==> src/rtl/roll_mode_ctrl.sv <==
// Scope display sequencer: picks triggered-sweep or roll mode, decimates ADC
// samples to one column per timebase period and drives column write strobe/address.
module roll_mode_ctrl #(
    parameter int COLS        = 480,
    parameter int ADDR_W      = 9,
    parameter int DIV_W       = 16,
    parameter int ROLL_THRESH = 1000
) (
    input  logic              clk,
    input  logic              reset,
    input  logic              sample_valid,
    input  logic [DIV_W-1:0]  timebase_div,
    input  logic              roll_en,
    input  logic              trig,
    output logic              sel,
    output logic              col_we,
    output logic [ADDR_W-1:0] col_addr,
    output logic [ADDR_W-1:0] roll_base,
    output logic              frame_done,
    output logic [1:0]        state
);

    typedef enum logic [1:0] {
        S_IDLE  = 2'b00,
        S_ARM   = 2'b01,
        S_SWEEP = 2'b10,
        S_ROLL  = 2'b11
    } state_t;

    localparam logic [DIV_W-1:0]  THRESH_V = DIV_W'(ROLL_THRESH);
    localparam logic [ADDR_W-1:0] LAST_COL = ADDR_W'(COLS - 1);

    state_t            state_q, state_d;
    logic [DIV_W-1:0]  tb_lat_q, tb_lat_d;
    logic [DIV_W-1:0]  dcnt_q, dcnt_d;
    logic [ADDR_W-1:0] col_ptr_q, col_ptr_d;     // next column to be written
    logic [ADDR_W-1:0] col_addr_q, col_addr_d;   // column shown with col_we
    logic [ADDR_W-1:0] roll_base_q, roll_base_d;
    logic              wrapped_q, wrapped_d;
    logic              sel_q, sel_d;
    logic              col_we_q, col_we_d;
    logic              frame_done_q, frame_done_d;
    logic              roll_en_q, roll_en_d;

    logic              running;
    logic              tick;
    logic              last_col;
    logic [ADDR_W-1:0] ptr_next;

    always_comb begin
        // NOTE: every signal assigned here gets a default first, so no path can infer a latch.
        state_d      = state_q;
        tb_lat_d     = tb_lat_q;
        dcnt_d       = dcnt_q;
        col_ptr_d    = col_ptr_q;
        col_addr_d   = col_addr_q;
        roll_base_d  = roll_base_q;
        wrapped_d    = wrapped_q;
        sel_d        = sel_q;
        frame_done_d = 1'b0;
        roll_en_d    = roll_en;

        running  = (state_q == S_SWEEP) || (state_q == S_ROLL);
        tick     = running && sample_valid && (dcnt_q == tb_lat_q);
        last_col = (col_ptr_q == LAST_COL);
        ptr_next = last_col ? '0 : col_ptr_q + 1'b1;
        col_we_d = tick;

        if (running && sample_valid) begin
            dcnt_d = tick ? '0 : dcnt_q + 1'b1;
        end

        case (state_q)
            S_IDLE: begin
                tb_lat_d   = timebase_div;
                col_ptr_d  = '0;
                col_addr_d = '0;
                if (roll_en && (timebase_div >= THRESH_V)) begin
                    state_d     = S_ROLL;
                    sel_d       = 1'b1;
                    roll_base_d = '0;
                    wrapped_d   = 1'b0;
                end else begin
                    state_d = S_ARM;
                    sel_d   = 1'b0;
                end
            end
            S_ARM: begin
                if (trig) begin
                    state_d = S_SWEEP;
                end else if (roll_en && !roll_en_q && (timebase_div >= THRESH_V)) begin
                    state_d = S_IDLE;
                end
            end
            S_SWEEP: begin
                if (tick) begin
                    col_addr_d = col_ptr_q;
                    col_ptr_d  = ptr_next;
                    if (last_col) begin
                        frame_done_d = 1'b1;
                        state_d      = S_IDLE;
                    end
                end
            end
            S_ROLL: begin
                if (tick) begin
                    col_addr_d = col_ptr_q;
                    col_ptr_d  = ptr_next;
                    // Once every column holds data, the oldest one sits just past the newest.
                    if (wrapped_q || last_col) begin
                        roll_base_d = ptr_next;
                        wrapped_d   = 1'b1;
                    end
                    if (!roll_en) begin
                        state_d = S_IDLE;
                    end
                end
            end
            default: state_d = S_IDLE;
        endcase

        if (state_d != state_q) begin
            dcnt_d = '0;
        end
    end

    always_ff @(posedge clk) begin
        // NOTE: state registers use non-blocking assignments so all flops update from pre-edge values.
        if (reset) begin
            state_q      <= S_IDLE;
            tb_lat_q     <= '0;
            dcnt_q       <= '0;
            col_ptr_q    <= '0;
            col_addr_q   <= '0;
            roll_base_q  <= '0;
            wrapped_q    <= 1'b0;
            sel_q        <= 1'b0;
            col_we_q     <= 1'b0;
            frame_done_q <= 1'b0;
            roll_en_q    <= 1'b0;
        end else begin
            state_q      <= state_d;
            tb_lat_q     <= tb_lat_d;
            dcnt_q       <= dcnt_d;
            col_ptr_q    <= col_ptr_d;
            col_addr_q   <= col_addr_d;
            roll_base_q  <= roll_base_d;
            wrapped_q    <= wrapped_d;
            sel_q        <= sel_d;
            col_we_q     <= col_we_d;
            frame_done_q <= frame_done_d;
            roll_en_q    <= roll_en_d;
        end
    end

    assign sel        = sel_q;
    assign col_we     = col_we_q;
    assign col_addr   = col_addr_q;
    assign roll_base  = roll_base_q;
    assign frame_done = frame_done_q;
    assign state      = state_q;

endmodule

==> config.mk <==
export PLATFORM = sky130hd
export DESIGN_NAME = roll_mode_ctrl
export DESIGN_NICKNAME = d
export VERILOG_FILES = /design/src/rtl/roll_mode_ctrl.sv
export SDC_FILE = /design/constraint.sdc
export NUM_CORES = 1
export LEC_CHECK = 0
export ABC_AREA = 0
export BUFFER_PORTS_ARGS = -buffer_cell sky130_fd_sc_hd__buf_2
export CAP_MARGIN = 20
export CORE_MARGIN = 8
export CORE_UTILIZATION = 40
export DETAILED_ROUTE_END_ITERATION = 8
export PLACE_DENSITY = 0.58
export RECOVER_POWER = 100
export SLEW_MARGIN = 15
export SYNTH_ARGS = -nofsm -noshare
export SYNTH_HDL_FRONTEND = slang
export SYNTH_SLANG_ARGS = --single-unit
==> constraint.sdc <==
create_clock -name clk -period 3.2 [get_ports clk]
set_clock_uncertainty 0.1 [all_clocks]
set_input_delay 0.48 -clock clk [delete_from_list [all_inputs] [get_ports clk]]
set_output_delay 0.48 -clock clk [all_outputs]
set_load 0.01 [all_outputs]
# == Yosys cells after proc, flatten, opt, wreduce, memory -nomap -nowiden ==
# Index checks and enable logic that the tools add are counted.
# op_classes
addsub,2
mul,0
div_mod_pow,0
order_cmp,1
eq_ne,10
n_shift,0
mux,24
n_bitwise,2
reduce_logical,16
# op_table
op,count
$mux 9,6
$pmux 9 s2,3
$add 16x1->16 const B,1
$eq 16x16->1,1
$ge 16x10->1 const B,1
$mux 16,1
$mux 2,7
$add 9x1->9 const B,1
$eq 9x9->1 const B,1
$pmux 2 s4,1
$logic_and 1x1->1,5
$mux 1,5
$eq 2x2->1 const B,2
$ne 2x1->1 const B,2
$ne 2x2->1 const B,2
$reduce_and 4->1,1
$reduce_bool 2->1,2
$reduce_or 2->1,2
$reduce_or 3->1,1
$eq 2x1->1 const B,1
$logic_not 2->1,1
$logic_or 1x1->1,2
$ne 2x2->1,1
$not 1->1,2
other kinds (3),3
# word_totals
register_bits,66
latch_bits,0
ramBits,0
mem_bits_ro,0
in_bits,21
out_inout_bits,23
wordCells,66
memories,0

# == Logic depth before layout (Yosys ltp) ==
# Gate-level depths: netlist of the first run.
# logic_depth
depth_word,8
ltp_mapped,9
mapped_depth_nobuf,7

# == Least setup slack after synthesis of the first run ==
# No wires, ideal clock.
# synth_timing
path_type,input-to-reg
start,input sample_valid
end,"register roll_base_q[2], in the netlist roll_base[2]"
setup_time_ns,0.070
t_arrival_ns,1.884
required_ns,3.030
setup_slack_ns,1.146
cell_stages,7
path_buffers,1
path_cell_list,and2_1 buf_2 nand2_1 nor4_4 nand3_2 a221o_1 a21oi_1
# synth_between
elab_chain_len,4
# synth_lines
element,line,text
start: declaration,11,"input logic sample_valid,"
$logic_and 1x1->1 (2 in a row),64,tick = running && sample_valid && (dcnt_q == tb_lat_q);
$ne 2x2->1 (no line),-,
$reduce_and 4->1 (no line),-,
end signal: assignment,147,roll_base_q <= roll_base_d;
end: declaration,38,"logic [ADDR_W-1:0] roll_base_q, roll_base_d;"
# No other way between the ends.
# A chain may end at the register's enable or synchronous reset.

# == Final worst setup path of the first run ==
# layout_timing
start,register dcnt_q[9]
end,register wrapped_q
# layout_between
elab_chain_len,4
# layout_lines
element,line,text
start: declaration,35,"logic [DIV_W-1:0] dcnt_q, dcnt_d;"
start signal: assignment,144,dcnt_q <= dcnt_d;
$eq 16x16->1,64,
$logic_and 1x1->1,64,
$ne 2x2->1 (no line),-,
$reduce_and 4->1 (no line),-,
end signal: assignment,148,wrapped_q <= wrapped_d;
end: declaration,39,"logic wrapped_q, wrapped_d;"
# No other way between the ends.

==> impl_metrics.toml, run 1 <==
[run_status]
status = "completed"

[layout]
nets = 446
area_growth_pct = 15.6
fillers = 813
diodes = 0
multi_input_area_um2 = 1640
drive_gt1_share_pct = 10.7
register_area_um2 = 1320

[timing]
tns_ps = 0
fin_crit_sh_pct = 80.7
rsz0062_at_grt = "no"
relSlewSlack_pct = 19.8
hold_viol = 0
timing.fmax_mhz = 387
worst_slew_pin_slew_ps = 1200
drv_slew = 0
fin_crit_ps = 2580
setup_violations = 0

[clocking]
clock-root-buffer = "clkbuf_8"
cts_tree = "done"
h-tree-depth = 3
cts_buffers = 9
clock_path_buffers = 2
clk_pin_slew_ps = 80
ctsResizeCount = 0
clkSinkCount = 66
cts_setup_buffers = 0
insertion_delay_ps = 350
cts_hold_buf = 0

[critical_path]
path_cells = "xnor2_1, nand4_1, nor4_4, nand2_1, clkbuf_1, a2111oi_0"
worst_setup_path_end_kind = "flop"
start_kind = "flop"
cp_slowest_cell = "nand2_1"
required_ps = 3330
path_class = "reg2reg"
crit_arrival_ps = 2710
crit_fanout = 16
max_stage_delay_ps = 420

[placement]
io_buffer_count = 43
dpl.hpwl_um = 5890
gp_congestion = 0.812

[global_routing]
antenna_found_initial = 0
grt-ovfl-total = 0
grt_pass1_vias = 2776
track_usage_pct = 15.4
grt_pass1_wl_um = 13600
grt_max_degree = 52

[synthesis]
seq_area_frac_synth_pct = 42.9
ys_warn_count = 0
synth.avg_cell_area_um2 = 8.05
yosysUniqueCellTypes = 47
synth_flop_cell = "dfxtp_1"
synthArstFlopShare_pct = 0
synth_edf_count = 0
synthCells = 383
netlist_area_um2 = 3080
syn_nets = 406
synth-seq-cells = 66

[flow_run]
cap_violations = 0

[floorplanning]
fp-row-count = 32
die_area_um2 = 10800
fp.coreArea_um2 = 7610
initial_core_util_pct = 40.5
dieHeight_um = 104
num_io_pins = 44
die_x_um = 104

[route]
ant_nets = 0
drc = 0
drt_iter0_drc = 103
viasPerCell = 5.16
wirelength_um = 8000
via_count = 2735
wl_per_cell_um = 15.1
first_pass_iters = 4

[power_and_ir_drop]
power_leakage_nw = 1.24
total_power_mw = 2.11
powerDensity_nw_per_um2 = 592
vdd_drop_max_mv = 0.225

[worst_hold_path]
hold_class = "in2reg"
-- per-layer routing --
metal / vias up / part of all wire (%) / track usage [%] / wire length (um)
li1: 1397 / - / - / -
met1: 1295 / 48 / 18.5 / 3850
met2: 31 / 47 / 24.8 / 3770
met3: 12 / 2.5 / 3.47 / 198
met5: - / 0 / 0 / 0
met4: 0 / 2.3 / 8.89 / 182
-- Yosys cell counts, types with 2 or more instances --
| cell | count | area (um^2) |
|---|---|---|
| o32ai_1 | 3 | 26.3 |
| buf_2 | 5 | 25.0 |
| and2_1 | 2 | 12.5 |
| nor4_4 | 2 | 42.5 |
| o21ai_0 | 12 | 60.1 |
| a21oi_1 | 42 | 210 |
| nand4_1 | 8 | 50.1 |
| nand3_1 | 31 | 155 |
| clkbuf_1 | 15 | 56.3 |
| and4_1 | 2 | 17.5 |
| nand2b_1 | 6 | 37.5 |
| nand3_2 | 2 | 20.0 |
| ha_1 | 2 | 25.0 |
| o21a_1 | 2 | 15.0 |
| nand2_1 | 69 | 259 |
| nor2_1 | 30 | 113 |
| and3_1 | 9 | 56.3 |
| or3_1 | 5 | 31.3 |
| xnor2_1 | 18 | 158 |
| o31ai_1 | 2 | 15.0 |
| o211ai_1 | 2 | 15.0 |
| nor3_1 | 5 | 25.0 |
| xor2_1 | 15 | 131 |
| inv_1 | 6 | 22.5 |
| dfxtp_1 | 66 | 1320 |
-- area by class of cell --
cell class                 instances  share of cell area (%)
clock buffer                      10                    3.58
multi-input combinational        289                    45.9
timing repair buffer              50                    6.54
inverter                           7                   0.738
tap                              102                    3.58
clock inverter                     6                    2.53
sequential                        66                    37.1
-- cell usage in the layout (no fill, tap or decap), types with 8 or more instances in the layout --
cell type and n:
and3_1 9, dfxtp_1 66, xor2_1 15, nand3_1 32
buf_2 21, clkbuf_8 9, nor2_1 30, nand4_1 8
clkbuf_1 25, o21ai_0 12, a21oi_1 42, xnor2_1 18
nand2_1 70
-- per-stage QoR --
| step | worst slack, ps | std cells | hold WS (ps) | utilization (%) | instance area, um^2 |
|---|---|---|---|---|---|
| finish | 619 | 530 | 268 | 46.8 | 3560 |
| global route | 420 | 530 | 266 | 46.8 | 3560 |
| CTS | 833 | 530 | 257 | 47.5 | 3610 |
| detailed placement | 657 | 514 | 354 | 44.6 | 3390 |
| global placement | 745 | 514 | 342 | 44.6 | 3390 |
| floorplan | 1150 | 383 | 348 | - | 3080 |
-- critical path, delay by kind of cell (launching register included) --
| family | cells | cell delay [ps] |
|---|---|---|
| compound gates | 1 | 410 |
| simple gates | 3 | 970 |
| xor+xnor | 1 | 270 |
| flops | 1 | 360 |
| buf+inv | 1 | 350 |
-- worst paths after layout --
check	end	start	cells after the start	slack, ps
worst max-delay path	wrapped_q	dcnt_q[9]	6	620
worst min-delay path	tb_lat_q[1]	timebase_div[1]	3	270
worst max register to register	wrapped_q	dcnt_q[9]	6	620
worst min register to register	roll_base[8]	roll_base[8]	2	360
-- logic make-up (layout without fill, tap and decap cells) --
logic type / count (synthesis) / after routing / share of synthesized area [%]
adders and majority gates: 2 / 2 / 0.812
and+or+nand+nor: 182 / 182 / 29.4
xor gates and xnor gates: 33 / 33 / 9.38
muxes: 1 / 1 / 0.325
DFF: 66 / 66 / 42.9
AOI/OAI and AO/OA: 71 / 71 / 13.6
buffers and inverters: 28 / 73 / 3.61
-- sequential cells by signal, summed over array words and instances, names as in the netlist --
name	count
col_addr	9
col_ptr_q	9
col_we	1
dcnt_q	16
frame_done	1
roll_base	9
roll_en_q	1
sel	1
state	2
tb_lat_q	16
wrapped_q	1
-- report_power, final --
part	switching, mW	internal [mW]	total, mW
sequential	0.0456	0.871	0.917
combinational	0.272	0.132	0.404
clock	0.345	0.441	0.786
Note: power is estimated with default switching activity, not from simulation.
==> inputs of run 2 (changes only) <==
==> constraint.sdc (replaced) <==
create_clock -name clk -period 2.4 [get_ports clk]
set_clock_uncertainty 0.1 [all_clocks]
set_input_delay 0.36 -clock clk [delete_from_list [all_inputs] [get_ports clk]]
set_output_delay 0.36 -clock clk [all_outputs]
set_load 0.01 [all_outputs]
==> impl_metrics.toml, run 2 (synthesis results as in run 1) <==
[timing]
worst_slew_pin_slew_ps = 635
relSlewSlack_pct = 57.7
hold_viol = 0
tns_ps = 0
rsz0062_at_grt = "no"
setup_violations = 0
drv_slew = 0
timing.fmax_mhz = 441
fin_crit_ps = 2270
fin_crit_sh_pct = 94.4

[global_routing]
grt_max_degree = 52
track_usage_pct = 15.4
grt_pass1_wl_um = 13600
grt_pass1_vias = 2766
grt-ovfl-total = 0
antenna_found_initial = 0

[route]
drc = 0
first_pass_iters = 4
via_count = 2782
drt_iter0_drc = 183
wirelength_um = 8130
ant_nets = 0
wl_per_cell_um = 15.1
viasPerCell = 5.18

[worst_hold_path]
worstHoldEndpoint = "tb_lat_q[0]"
min_path_cells = 3
hold_start = "timebase_div[0]"
hold_class = "in2reg"

[floorplanning]
die_area_um2 = 10800
dieHeight_um = 104
num_io_pins = 44
die_x_um = 104
fp-row-count = 32
initial_core_util_pct = 40.5
fp.coreArea_um2 = 7610

[placement]
io_buffer_count = 43
gp_congestion = 0.824
dpl.hpwl_um = 5870

[critical_path]
worst_setup_path_end_kind = "flop"
rrSetupSlack_ps = 130
path_cells = "xnor2_1, nand4bb_1, nor4_4, buf_4, nand3_2, a221o_1, a21oi_1"
path_class = "reg2reg"
crit_fanout = 10
required_ps = 2580
crit_family = "simple AND/OR/NAND/NOR gates"
crit_arrival_ps = 2450
r2r-start = "dcnt_q[14]"
cp_slowest_cell = "a221o_1"
max_stage_delay_ps = 430
start_kind = "flop"
r2r_cells = 7
path_buf_inv = 1
startpoint = "dcnt_q[14]"
worstReg2RegEnd = "roll_base[2]"

[layout]
multi_input_area_um2 = 1650
register_area_um2 = 1320
fillers = 786
area_growth_pct = 18.4
diodes = 0
layout_common_cells = "nand2_1 (69), dfxtp_1 (66), a21oi_1 (42)"
top_regs = "dcnt_q: 16 flops, tb_lat_q: 16 flops"
drive_gt1_share_pct = 13.1
final_common_cell = "nand2_1"
nets = 453
fin_util_pct = 48.0

[flow_run]
cap_violations = 0

[power_and_ir_drop]
power_leakage_nw = 1.30
powerDensity_nw_per_um2 = 784
vdd_drop_max_mv = 0.345

[clocking]
insertion_delay_ps = 350
h-tree-depth = 3
clock_path_buffers = 2
cts_tree = "done"
clk_pin_slew_ps = 80
clkSinkCount = 66
cts_buffers = 9
clock-root-buffer = "clkbuf_8"

[run_status]
status = "completed"
-- run 2: routing by layer --
| layer | global-route usage (%) | share of wire, % | wire (um) |
|---|---|---|---|
| met1 | 18.5 | 47 | 3850 |
| met2 | 25.7 | 47 | 3810 |
| met3 | 3.84 | 4.4 | 360 |
| met4 | 6.20 | 1.4 | 115 |
| met5 | 0 | 0 | 0 |
-- run 2: how the worst max path moves through the flow --
stage                         endpoint  slack, ps  cells after the start
after floorplan           roll_base[2]        410                      7
after global placement    roll_base[0]        200                      6
after detailed placement     dcnt_q[6]        140                      6
after CTS                   dcnt_q[11]        110                      6
after global routing      roll_base[2]         10                      7
final                     roll_base[2]        130                      7
-- run 2: where the power goes --
part           leakage [nW]  internal [mW]  switching [mW]
Clock                 0.112          0.614           0.456
Sequential            0.536           1.16          0.0587
Combinational         0.651          0.192           0.379
Total                  1.30           1.97           0.894
-- run 2: worst reg2reg max path, cell delays in order (launching register included) --
cell and delay, ps:
dfxtp_1 340, xnor2_1 270, nand4bb_1 210, nor4_4 300
buf_4 190, nand3_2 220, a221o_1 430, a21oi_1 130
-- run 2: final cells by class --
| cell class | instances | area share (%) |
|---|---|---|
| multi-input cells | 289 | 45.1 |
| flip-flops and latches | 66 | 36.2 |
| repair buffers | 57 | 8.19 |
| clock buffers | 10 | 3.77 |
| well taps | 102 | 3.50 |
| clock inverters | 6 | 2.47 |
| inverters | 7 | 0.720 |
-- run 2: what timing repair did --
action                                  CTS  global route
hold buffers                              0             0
resized for setup                         0             2
setup buffers                             0             1
endpoints found under the setup margin    0            18
-- run 2: metrics by stage --
stage / instance area, um^2 / hold slack, ps / setup WS [ps] / total power, mW / std cells
2_1_floorplan: 3080 / 348 / 406 / 1.64 / 383
3_3_place_gp: 3450 / 345 / 204 / 1.82 / 520
3_5_place_dp: 3450 / 350 / 138 / 1.83 / 520
4_1_cts: 3680 / 136 / 110 / 2.89 / 536
5_1_grt: 3650 / 143 / 14.6 / 3.00 / 537
6_report: 3650 / 139 / 135 / 2.86 / 537
==> inputs of run 3 (changes only) <==
--- a/config.mk
+++ b/config.mk
@@ -7,11 +7,12 @@
 export LEC_CHECK = 0
 export ABC_AREA = 0
 export BUFFER_PORTS_ARGS = -buffer_cell sky130_fd_sc_hd__buf_2
-export CAP_MARGIN = 20
+export CELL_PAD_IN_SITES_DETAIL_PLACEMENT = 1
+export CELL_PAD_IN_SITES_GLOBAL_PLACEMENT = 2
 export CORE_MARGIN = 8
-export CORE_UTILIZATION = 40
+export CORE_UTILIZATION = 33
 export DETAILED_ROUTE_END_ITERATION = 8
-export PLACE_DENSITY = 0.58
+export PLACE_DENSITY = 0.77
 export RECOVER_POWER = 100
 export SLEW_MARGIN = 15
 export SYNTH_ARGS = -nofsm -noshare
==> impl_metrics.toml, run 3 (synthesis results as in run 1) <==
[run_status]
status = "completed"

[timing]
timing.fmax_mhz = 450
hold_viol = 0
relSlewSlack_pct = 61.2
fin_crit_sh_pct = 92.6
rsz0062_at_grt = "no"
worst_slew_pin_slew_ps = 577
fin_worst_hold_slack_ps = 154
fin_crit_ps = 2220
setup_violations = 0
tns_ps = 0
drv_slew = 0

[floorplanning]
num_io_pins = 44
initial_core_util_pct = 33.7
die_area_um2 = 12700
fp.coreArea_um2 = 9150
die_x_um = 113
dieHeight_um = 113
fp-row-count = 35

[clocking]
clk_pin_slew_ps = 90
clock_path_buffers = 2
cts_tree = "done"
clkSinkCount = 66
ctsResizeCount = 0
cts_hold_buf = 0
cts_buffers = 9
clock-root-buffer = "clkbuf_8"
insertion_delay_ps = 340
h-tree-depth = 3
cts_setup_buffers = 0

[power_and_ir_drop]
powerDensity_nw_per_um2 = 815
switching_power_mw = 0.926
power_frac_comb_pct = 19.4
pwr-share-clk_pct = 39.7
p_seq_share_pct = 40.8
sw_frac_of_total_pct = 30.9
intPower_mw = 2.07
power_leakage_nw = 1.31
vdd_drop_max_mv = 0.268
total_power_mw = 2.99

[worst_hold_path]
hold_class = "in2reg"

[layout]
nets = 455
diodes = 0
top_regs = "dcnt_q: 16 flops, tb_lat_q: 16 flops"
final_cell_count_no_fill = 548
layout_common_cells = "nand2_1 (69), dfxtp_1 (66), a21oi_1 (42)"
drive_gt1_share_pct = 13.7
area_growth_pct = 19.2
final_common_cell = "nand2_1"

[placement]
io_buffer_count = 43
dp.cells = 532
dpl.hpwl_um = 6730
gp_congestion = 0.784

[critical_path]
crit_fanout = 10
start_kind = "flop"
path_class = "reg2reg"
path_cells = "xnor2_1, nand4_1, nor4_4, nand3_2, a221o_1, a21oi_1"
worst_setup_path_end_kind = "flop"
crit_arrival_ps = 2390
cp_slowest_cell = "nor4_4"
required_ps = 2570
max_stage_delay_ps = 430

[global_routing]
grt_pass1_wl_um = 15600
antenna_found_initial = 0
grt-ovfl-total = 0
grt_max_degree = 52
track_usage_pct = 15.6
grt_pass1_vias = 3017

[route]
wirelength_um = 9370
drc = 0
wl_per_cell_um = 17.1
ant_nets = 0
first_pass_iters = 4
viasPerCell = 5.23
via_count = 2868
drt_iter0_drc = 130

[flow_run]
cap_violations = 0
run 3: metrics by stage:
| step | area, um^2 | setup slack [ps] | utilization [%] |
|---|---|---|---|
| after global placement | 3470 | 260 | 37.9 |
| after detailed placement | 3470 | 215 | 37.9 |
| final | 3670 | 178 | 40.1 |
| after global routing | 3670 | 6.45 | 40.1 |
| after CTS | 3720 | 174 | 40.7 |
| after floorplan | 3080 | 406 | - |
run 3: final timing paths:
path / start / endpoint / slack [ps] / cells after the start
max: dcnt_q[3] / roll_base[2] / 180 / 6
min: timebase_div[9] / tb_lat_q[9] / 150 / 3
max reg2reg: dcnt_q[3] / roll_base[2] / 180 / 6
min reg2reg: col_addr[4] / col_addr[4] / 370 / 2
run 3: routing by layer:
| layer | part of all wire, % | up-vias | track usage (%) |
|---|---|---|---|
| li1 | - | 1424 | - |
| met1 | 51 | 1400 | 21.1 |
| met2 | 45 | 37 | 24.1 |
| met3 | 2.5 | 7 | 2.79 |
| met4 | 1.0 | 0 | 5.94 |
| met5 | 0 | - | 0 |
run 3: critical path, delay by kind of cell (launching register included):
kind                      cells  cell delay [ps]
DFF                           1              360
xor gates and xnor gates      1              240
and+or+nand+nor               3              910
AOI/OAI and AO/OA             2              540
run 3: layout make-up:
| class | instances | area, um^2 |
|---|---|---|
| inverters | 7 | 26.3 |
| well taps | 111 | 139 |
| clock buffers | 10 | 138 |
| multi-input cells | 289 | 1650 |
| fillers | 1130 | 5480 |
| repair buffers | 59 | 288 |
| flip-flops and latches | 66 | 1320 |
| clock inverters | 6 | 113 |
run 3: power groups by stage:
| stage | sequential (mW) | combinational, mW | clock (mW) |
|---|---|---|---|
| final | 1.22 | 0.582 | 1.19 |
| after global routing | 1.23 | 0.652 | 1.27 |
| after CTS | 1.22 | 0.608 | 1.22 |
| after detailed placement | 1.25 | 0.600 | 0 |
| after global placement | 1.25 | 0.590 | 0 |
| after floorplan | 1.23 | 0.405 | 0 |
